<file path="src/rtl/memory_coalesce_pkg.sv">
// Shared types and defaults for the memory command coalesce controller.
package memory_coalesce_pkg;

  // Controller sequencing states.
  typedef enum logic [1:0] {
    IDLE    = 2'd0,
    COLLECT = 2'd1,
    DRAIN   = 2'd2
  } coalesce_ctrl_state_e;

  // Default threads per coalescing chunk (width of the TID bitmap).
  localparam int CTRL_DEFAULT_MAX_COALESCED = 8;
  // Default idle cycles in COLLECT before a forced issue.
  localparam int CTRL_DEFAULT_TIMEOUT = 16;

endpackage

</file>
<file path="src/rtl/memory_cmd_coalesce_ctrl.sv">
// Control sequencer for the LSU memory command coalesce buffer.
// Decides per cycle whether the buffer loads a new line, merges the
// incoming command or retires its entry, and owns the L1 request
// handshake plus the drain-on-flush protocol.
// Optional feature: define MEMORY_COALESCE_TIMEOUT_EN to force an issue
// after TIMEOUT_CYCLES idle cycles in COLLECT.
module memory_cmd_coalesce_ctrl
  import memory_coalesce_pkg::*;
#(
  parameter int NUM_MAX_COALESCED = CTRL_DEFAULT_MAX_COALESCED,
  parameter int TIMEOUT_CYCLES    = CTRL_DEFAULT_TIMEOUT
) (
  input  logic                         clk,
  input  logic                         rst_n,
  input  logic                         in_valid,
  input  logic                         in_last,
  output logic                         in_ready,
  input  logic                         buf_match,
  input  logic [NUM_MAX_COALESCED-1:0] buf_tid_bitmap,
  output logic                         buf_incmd_valid,
  output logic                         buf_update_new,
  output logic                         buf_clear,
  output logic                         mem_req_valid,
  input  logic                         mem_req_ready,
  input  logic                         flush_req,
  output logic                         flush_done,
  output logic                         busy
);

  coalesce_ctrl_state_e state_reg;
  coalesce_ctrl_state_e state_next;

  logic bitmap_full;
  logic accept;
  logic timeout_hit;

  // A line is complete once every thread slot has been merged.
  assign bitmap_full = &buf_tid_bitmap;
  assign accept      = in_valid && in_ready;
  assign busy        = (state_reg != IDLE);

`ifdef MEMORY_COALESCE_TIMEOUT_EN
  localparam int CNT_W = (TIMEOUT_CYCLES > 2) ? $clog2(TIMEOUT_CYCLES) : 1;
  localparam logic [CNT_W-1:0] CNT_LAST = CNT_W'(TIMEOUT_CYCLES - 1);

  logic [CNT_W-1:0] idle_cnt_reg;
  logic [CNT_W-1:0] idle_cnt_next;

  assign timeout_hit = (idle_cnt_reg == CNT_LAST);

  // Idle counter: restarts on any accept or outside COLLECT, counts quiet COLLECT cycles.
  always_comb begin
    idle_cnt_next = idle_cnt_reg;
    if (accept || (state_reg != COLLECT)) begin
      idle_cnt_next = '0;
    end else if (!in_valid && !flush_req && !bitmap_full) begin
      idle_cnt_next = idle_cnt_reg + 1'b1;
    end
  end

  // Idle counter register.
  always_ff @(posedge clk) begin
    if (!rst_n) begin
      idle_cnt_reg <= '0;
    end else begin
      idle_cnt_reg <= idle_cnt_next;
    end
  end
`else
  // Without the timeout feature COLLECT never exits on its own.
  logic unused_timeout_cfg;
  assign unused_timeout_cfg = (TIMEOUT_CYCLES >= 2);
  assign timeout_hit = 1'b0;
`endif

  // Next-state and buffer/handshake control decode.
  always_comb begin
    state_next      = state_reg;
    in_ready        = 1'b0;
    buf_incmd_valid = 1'b0;
    buf_update_new  = 1'b0;
    buf_clear       = 1'b0;
    mem_req_valid   = 1'b0;
    flush_done      = 1'b0;
    unique case (state_reg)
      IDLE: begin
        in_ready        = !flush_req;
        buf_incmd_valid = in_valid && !flush_req;
        flush_done      = flush_req;
        if (in_valid && !flush_req) begin
          state_next = in_last ? DRAIN : COLLECT;
        end
      end
      COLLECT: begin
        if (flush_req) begin
          state_next = DRAIN;
        end else if (in_valid && buf_match) begin
          // Merge into the open line.
          in_ready        = 1'b1;
          buf_incmd_valid = 1'b1;
          state_next      = in_last ? DRAIN : COLLECT;
        end else if (in_valid) begin
          // Conflict: issue the old line and load the new command together.
          mem_req_valid = 1'b1;
          in_ready      = mem_req_ready;
          if (mem_req_ready) begin
            buf_clear       = 1'b1;
            buf_update_new  = 1'b1;
            buf_incmd_valid = 1'b1;
            state_next      = in_last ? DRAIN : COLLECT;
          end
        end else if (bitmap_full) begin
          state_next = DRAIN;
        end else if (timeout_hit) begin
          state_next = DRAIN;
        end
      end
      DRAIN: begin
        mem_req_valid = 1'b1;
        if (mem_req_ready) begin
          buf_clear  = 1'b1;
          state_next = IDLE;
        end
      end
      default: begin
        state_next = IDLE;
      end
    endcase
  end

  // State register.
  always_ff @(posedge clk) begin
    if (!rst_n) begin
      state_reg <= IDLE;
    end else begin
      state_reg <= state_next;
    end
  end

endmodule

</file>
<file path="config.mk">
export PLATFORM = sky130hd
export DESIGN_NAME = memory_cmd_coalesce_ctrl
export DESIGN_NICKNAME = d
export VERILOG_FILES = /design/src/rtl/memory_coalesce_pkg.sv /design/src/rtl/memory_cmd_coalesce_ctrl.sv
export SDC_FILE = /design/constraint.sdc
export NUM_CORES = 1
export LEC_CHECK = 0
export CELL_PAD_IN_SITES_DETAIL_PLACEMENT = 0
export CELL_PAD_IN_SITES_GLOBAL_PLACEMENT = 2
export CORE_MARGIN = 2
export CORE_UTILIZATION = 14
export DETAILED_ROUTE_END_ITERATION = 16
export PLACE_DENSITY = 0.71
export SLEW_MARGIN = 10
export SYNTH_ARGS = -nofsm -noshare
export SYNTH_HDL_FRONTEND = slang
export SYNTH_SLANG_ARGS = --single-unit
</file>
<file path="constraint.sdc">
create_clock -name clk -period 1.7 [get_ports clk]
set_input_delay 0.34 -clock clk [delete_from_list [all_inputs] [get_ports clk]]
set_output_delay 0.34 -clock clk [all_outputs]
set_load 0.05 [all_outputs]
</file>
### After elaboration in Yosys (flattened, before gate mapping)

Index checks and enable logic that the tools add are counted.

| word-level totals | value |
|---|---|
| register bits | 2 |
| latch bits | 0 |
| RAM bits | 0 |
| bits in read-only memories | 0 |
| output and inout port bits | 7 |
| memories | 0 |

| cells by class | value |
|---|---|
| add/sub/neg operators | 0 |
| $mul | 0 |
| div/mod/pow operators | 0 |
| order comparisons | 0 |
| eq/ne operators | 6 |
| shift operators | 0 |
| mux-type cells | 27 |
| bitwise logic cells | 0 |
| reductions and logical operators | 7 |

Operators with widths:

| cell | count |
|---|---|
| 2-bit 2-to-1 mux | 8 |
| 1-bit 2-to-1 mux | 14 |
| 5-bit inequality test (second input constant) | 2 |
| 1-bit one-hot mux with 2 select lines | 4 |
| 8-bit AND reduction | 1 |
| 2-bit one-hot mux with 3 select lines | 1 |
| 2-bit inequality test (second input constant) | 2 |
| 4-bit AND reduction | 1 |
| 2-bit by 1-bit equality test with 1-bit output (second input constant) | 1 |
| 2-bit equality test (second input constant) | 1 |
| 1-bit logical AND | 2 |
| 2-bit logical NOT | 1 |
| 2-bit nonzero test | 1 |
| 1-bit logical NOT | 1 |

### Depth between registers and ports, before layout

Gate-level depths: netlist of the first run.

| depth | value |
|---|---|
| depth in word-level cells | 6 |
| mapped depth | 6 |
| mapped depth without buffers | 6 |

### Least setup slack after synthesis of the first run

OpenSTA, ideal clock, no wires.

| timing | value |
|---|---|
| path type | flip-flop to output port |
| start point | register state_reg[1] |
| end point | output port buf_clear |
| arrival | 1.760 ns |
| slack | -0.400 ns |
| stages on the path, launching flop included | 7 |
| buffers on the path | 0 |
| cells stage by stage | dfxtp_1 -> inv_1 -> ha_1 -> nor2b_4 -> and3b_1 -> o21a_1 -> and2_1 |

| on the way | value |
|---|---|
| word-level cells in the longest chain between the ends | 2 |
| elaborated cells between the ends (all ways) | 3 |
| those cells by class | eq/ne (2); mux (1) |

Ends and longest elaborated chain:

| what | line | source |
|---|---|---|
| start: declaration | memory_cmd_coalesce_ctrl.sv:30 | `coalesce_ctrl_state_e state_reg;` |
| start signal: assignment | memory_cmd_coalesce_ctrl.sv:136 | `state_reg <= state_next;` |
| 2-bit equality test / 2-bit by 1-bit equality test with 1-bit output (equally long branches) | memory_cmd_coalesce_ctrl.sv:85 | `unique case (state_reg)` |
| 1-bit one-hot mux with 2 select lines * | memory_cmd_coalesce_ctrl.sv:85 |  |
| end: declaration | memory_cmd_coalesce_ctrl.sv:22 | `output logic buf_clear,` |

Mark *: on every way between the ends. The rest lies on a longest branch, timed or not.

### Final worst setup path of the first run

Same ends and word-level chain as after synthesis.

==> results.md, run 1 <==
- Critical Path End Type: primary output
- Mapped Avg Cell Area: 7.178 sq um
- Final-layout fill cell count: 176
- Fin crit period: 1856 ps
- DIE HEIGHT: 48.14 microns
- Commonest register cell after synthesis: dfxtp_1
- GRT Overall Usage: 9.043%
- Ys async rst share: 0%
- # H-tree levels: 1
- Die ar.: 0.002317 sq mm
- Static leakage: 0.3166 nW
- Port Buf Inserts: 21
- # setup viols final: 3
- Max FFs per register: 2
- Synthesized flop and latch total: 2
- Most common cell in the synthesized netlist: nand2_1
- Data arrival, critical path: 1520 ps
- CTS sink cnt: 2
- Starting Density: 15.30%
- Area delta synth->final: 170.6%
- Max-cap violations: 0
- Post-route antenna net violation count: 0
- Design Power: 0.7520 mW
- Combinational share of power: 75.7%
- Synth cell types: 19
- Die Wd: 48.14 microns
- Ratio of cells with drive above 1 in the final layout: 47.95%
- Status: complete, but fails checks
- Setup ws final: -156.3 ps
- TNS Setup: -319.4 ps
- Post-synth top area share: 14.68%
- Initial DRC Count: 3
- Pins Over Slew Limit: 0
- Global route overflow: 0
- Power Internal: 0.4421 mW
- Core area: 0.001783 sq mm
- Yosys top cell by area: dfxtp_1
- Wirelength, routed: 842 microns
- Peak VDD IR: 0.0003801 V
- Ys Warns: 0
- Sw frac: 41.21%
- Worst Path Max Fanout: 2
- Hold Vio Cnt, Final: 0
- Maximum number of pins on one net before global-route repair: 8
- Post-detail-place hpwl: 753.5 microns
- Vias in the first global route: 359
- Ranking of synthesized cells by area: dfxtp_1, ha_1, nand2_1, mux2i_1, and2_1
- Worst path slowest cell: dfxtp_2
- Clk slew on worst S/H paths: 30 ps
- Cells after synthesis: 38
- Netlist Area Pre-Place: 272.8 sq um
- Crit start category: flip-flop
- Global-route wire length before repair: 1421 microns
- Avg Vias per Cell: 3.959
- Slew margin rel.: 80.24%
- Part of the power in registers: 9.7%
- Crit share post-route: 109.2%
- Total CTS buffers: 3
- Hold crit path type: flip-flop to flip-flop
- Seq/Total Area, Yosys: 14.68%
- TritonCTS clock tree: yes
- Switching power: 0.3099 mW
- Final core occ: 41.40%
- Max Clock Skew: 4.776 ps
- Worst-Margin Slew: 293.7 ps
- Cts hold-fix bufs: 0
- Wire per inst: 8.592 microns
- RePlAce Congestion: 0.7145
- Ant. Diodes: 0
- Clk pwr share: 14.6%
- CTS Buffer Depth: 2
- Worst Path Required: 1360 ps
- I/O pins: 22
- Max stage delay on crit path: 320 ps
- Skew-Pair Late Insertion Delay: 230 ps
- Max Freq: 0.5387 GHz
- Critical path class: flip-flop to primary output
- Unrepaired setup endpoints after global routing: yes
- Syn nets: 56
- CTS root buffer: clkbuf_4
- Row cnt: 15
- NumNets Final: 93
- Cell Chain, Critical Path: inv_2 > ha_4 > nor2b_4 > and3b_1 > o21a_4 > and2_4 > buf_12
- Vias: 388
- Drt drc: 0
- Cell Pwr Density: 1019 mW/mm^2
- Post-synth EDFFs: 0
- Initial antenna violation count: 0
- Failing checks: setup timing
- DRT Pass-1 Iters: 2
## logic make-up (layout without fill, tap and decap cells)
group / Yosys count / after routing / synth area share [%]
adder cells (fa/ha/maj): 3 / 3 / 13.76
flip-flops: 2 / 2 / 14.68
AND/OR/NAND/NOR: 19 / 19 / 39.91
AO/OA/AOI/OAI: 9 / 9 / 20.18
buffers and inverters: 3 / 38 / 4.128
multiplexers: 2 / 2 / 7.340
## stage by stage
step                instances  cell area (sq um)  worst slack (ps)  hold WS [ps]
global placement           95              679.4            -215.0         588.8
detailed placement         95              679.4            -235.6         582.2
global route               98              738.2            -233.6         632.4
finish                     98              738.2            -156.3         597.4
CTS                        98              733.2            -175.9         604.0
floorplan                  38              285.3             10.23         454.7
## layer usage
metal | GRT usage (%) | share of wire, % | vias up
met4 | 8.108 | 2.0 | 0
li1 | - | - | 200
met3 | 1.481 | 5.0 | 2
met1 | 11.06 | 39 | 170
met2 | 13.42 | 54 | 16
met5 | 0 | 0 | -
## final timing paths
check,from,to,slack [ps],depth (start not counted)
setup / recovery,state_reg[1],buf_clear,-160,7
hold / removal,state_reg[1],state_reg[1],600,3
setup reg to reg,state_reg[0],state_reg[1],300,7
hold reg to reg,state_reg[1],state_reg[1],600,3
## critical path: cells and delay by family, from the launching register on
kind	cells	cell delay, ps
DFF	1	320
buffers and inverters	2	190
AOI/OAI and AO/OA	1	190
and+or+nand+nor	3	430
adders and majority gates	1	150
## layout by cell type, fill, tap and decap left out
| cell | instances |
|---|---|
| clkdlybuf4s50_1 | 12 |
| dlygate4sd2_1 | 2 |
| or3b_1 | 1 |
| ha_1 | 1 |
| clkbuf_4 | 3 |
| inv_1 | 2 |
| nand4_1 | 1 |
| and2_1 | 1 |
| inv_2 | 1 |
| nand2_1 | 6 |
| buf_12 | 7 |
| and3b_1 | 1 |
| a21oi_2 | 1 |
| o21a_1 | 1 |
| o21a_4 | 1 |
| and2_4 | 2 |
| a21oi_1 | 2 |
| nor2_2 | 3 |
| o21ai_1 | 1 |
| nor4_1 | 1 |
| nor2b_1 | 1 |
| o21ai_0 | 2 |
| nor2b_4 | 1 |
| mux2i_1 | 2 |
| nand2b_1 | 1 |
| buf_4 | 11 |
| dfxtp_2 | 2 |
| a21bo_2 | 1 |
| ha_4 | 2 |
## power groups by stage
stage | Combinational (mW) | Sequential (mW) | Clock, mW
floorplan | 0.262 | 0.0677 | 0
global placement | 0.528 | 0.0667 | 0
detailed placement | 0.527 | 0.0666 | 0
CTS | 0.568 | 0.0735 | 0.113
global route | 0.610 | 0.0758 | 0.122
finish | 0.569 | 0.0731 | 0.110
## timing repair
| action | CTS | global route |
|---|---|---|
| setup endpoints to repair | 6 | 6 |
| hold endpoints to repair | 0 | 0 |
| resized for setup | 11 | 2 |
| buffers inserted | 0 | 2 |
| pin swaps | 5 | 4 |
## cell type report
type / instances / area (sq um) / share of cell area (%)
clock buffers: 3 / 22.52 / 3.051
inverters: 3 / 11.26 / 1.525
multi-input cells: 33 / 270.3 / 36.61
flip-flops and latches: 2 / 42.54 / 5.763
well taps: 25 / 31.28 / 4.237
repair buffers: 32 / 360.3 / 48.81
Power figures use the tool's default switching activity.
==> run 2: changes to the inputs <==
- GPL_ROUTABILITY_DRIVEN: not set -> 0
- RECOVER_POWER: not set -> 100
==> run 2 against run 1 <==
  * The flow still finishes with violations (setup timing)
  * Utilization decreased by 0.56 points
  * Wire length decreased by 1.4%
  * Hold slack got worse by 0.56 ps
  * Total power is 2.9% lower
  * Die area unchanged
  * Clock power about the same
  * Sequential cell count did not move
  * Largest cell class unchanged
==> results.md, run 2 (synthesis results as in run 1) <==
- Total CTS buffers: 3 (unchanged)
- Hold crit path type: flip-flop to flip-flop
- CTS sink cnt: 2 (unchanged)
- Max Freq: 0.5387 GHz (about the same)
- Worst-Margin Slew: 293.7 ps (unchanged)
- Max Clock Skew: 5.182 ps (+0.4061 ps)
- TritonCTS clock tree: yes
- Port Buf Inserts: 21 (unchanged)
- Critical path class: flip-flop to primary output
- DIE HEIGHT: 48.14 microns (unchanged)
- Hold Vio Cnt, Final: 0 (unchanged)
- Ratio of cells with drive above 1 in the final layout: 47.95% (unchanged)
- Wire per inst: 8.469 microns (-1.4%)
- Drt drc: 0 (unchanged)
- I/O pins: 22 (unchanged)
- Initial DRC Count: 3 (unchanged)
- Post-detail-place hpwl: 753.5 microns (unchanged)
- Fin crit period: 1856 ps (+0.06400 ps)
- Most common cell after layout, fill and taps aside: clkdlybuf4s50_1
- Crit share post-route: 109.2% (about the same)
- Wirelength, routed: 830 microns (-1.4%)
- Vias: 389 (+0.26%)
- CP delay by family, top: simple AND/OR/NAND/NOR gates
- Pins Over Slew Limit: 0 (unchanged)
- Initial antenna violation count: 0 (unchanged)
- Failing checks: setup timing
- Clk pwr share: 15.1% (+0.5 points)
- Switching power: 0.3031 mW (-2.2%)
- Cell Pwr Density: 1003 mW/mm^2 (-1.5%)
- Slew margin rel.: 80.24% (unchanged)
- Static leakage: 0.3144 nW (-0.70%)
- Die Wd: 48.14 microns (unchanged)
- Sw frac: 41.49% (+0.29 points)
- Part of the power in registers: 10.0% (+0.3 points)
- Worst path slowest cell: dfxtp_2
- Skew-Pair Late Insertion Delay: 230 ps (about the same)
- Cell Chain, Critical Path: inv_2 > ha_4 > nor2b_4 > and3b_1 > o21a_4 > and2_4 > buf_12
- Post-route antenna net violation count: 0 (unchanged)
- Peak VDD IR: 0.0003744 V (-1.5%)
- Die ar.: 0.002317 sq mm (unchanged)
- Global-route wire length before repair: 1421 microns (unchanged)
- Combinational share of power: 74.9% (-0.8 points)
- Data arrival, critical path: 1520 ps (about the same)
- Post-Place Setup Slack: -235.6 ps (unchanged)
- DRT Pass-1 Iters: 2 (unchanged)
- Maximum number of pins on one net before global-route repair: 8 (unchanged)
- Post-route cell area: 728.2 sq um (-1.4%)
- GRT Overall Usage: 9.043% (unchanged)
- TNS Setup: -319.6 ps (-0.1920 ps)
- Max stage delay on crit path: 320 ps (about the same)
- Clk slew on worst S/H paths: 30 ps (about the same)
- CTS Buffer Depth: 2 (unchanged)
- Crit start category: flip-flop
- Final core occ: 40.84% (-0.56 points)
- Global route overflow: 0 (unchanged)
- CTS root buffer: clkbuf_4
- Critical Path End Type: primary output
- # setup viols final: 3 (unchanged)
- DP Area: 679.4 sq um (unchanged)
- Worst Path Max Fanout: 2 (unchanged)
- Power Internal: 0.4274 mW (-3.3%)
- WP buf/inv: 2 (unchanged)
- Setup ws final: -156.4 ps (-0.06400 ps)
- Area delta synth->final: 167.0%
- Core area: 0.001783 sq mm (unchanged)
- Starting Density: 15.30% (unchanged)
- Worst Path Required: 1360 ps (about the same)
- Row cnt: 15 (unchanged)
- Max FFs per register: 2 (unchanged)
- # H-tree levels: 1 (unchanged)
- Status: complete, but fails checks
- Ant. Diodes: 0 (unchanged)
- Unrepaired setup endpoints after global routing: yes
- Avg Vias per Cell: 3.969 (+0.26%)
- Most frequent cells in the layout: clkdlybuf4s50_1, buf_4, buf_12
- Vias in the first global route: 359 (unchanged)
- Cts hold-fix bufs: 0 (unchanged)
- NumNets Final: 93 (unchanged)
- Max-cap violations: 0 (unchanged)
## run 2: cell counts in the layout (fill, tap and decap cells not counted)
No cell type changed its count.
## run 2: final timing paths
kind | from | endpoint | slack [ps] | depth (start not counted)
max | state_reg[1] | buf_clear | -160 | 7
min reg2reg | state_reg[1] | state_reg[1] | 600 | 3
max reg2reg | state_reg[0] | state_reg[0] | 290 | 6
min | state_reg[1] | state_reg[1] | 600 | 3
## run 2: repair_timing
item                       4_1_cts  5_1_grt
setup endpoints to repair        6        6
hold endpoints to repair         0        0
setup buffers                    0        2
pin swaps                        5        4
resized for setup               11        2
## run 2: worst register-to-register path: cells and delay by family (launching register included)
kind | cells | cell delay [ps]
and+or+nand+nor | 1 | 360
DFF | 1 | 320
muxes | 1 | 120
AOI/OAI and AO/OA | 1 | 60
buffers and inverters | 2 | 210
adders and majority gates | 1 | 260
## run 2: cell type report
| cell class | instances | area [sq um] |
|---|---|---|
| multi-input cells | 33 | 260.3 |
| clock buffers | 3 | 22.52 |
| repair buffers | 32 | 360.3 |
| flip-flops and latches | 2 | 42.54 |
| inverters | 3 | 11.26 |
| well taps | 25 | 31.28 |
| fillers | 177 | 1055 |
## run 2: per-layer routing
layer,up-vias,track usage (%),part of all wire [%]
li1,201,-,-
met3,2,1.481,5.1
met2,16,13.42,55
met4,0,8.108,2.0
met1,170,11.06,38
met5,-,0,0
## run 2: metrics by stage
stage               std cells  hold slack, ps  total power, mW
floorplan                  38           454.7           0.3293
global placement           95           588.8           0.5950
detailed placement         95           582.2           0.5939
CTS                        98           604.0           0.7550
global route               98           632.4           0.7872
finish                     98           596.8           0.7305
## run 2: power groups by stage
stage	registers, mW	clock network, mW	logic, mW
after floorplan	0.0677	0	0.262
after CTS	0.0735	0.113	0.568
after global placement	0.0667	0	0.528
after detailed placement	0.0666	0	0.527
after global routing	0.0758	0.122	0.589
final	0.0731	0.110	0.547
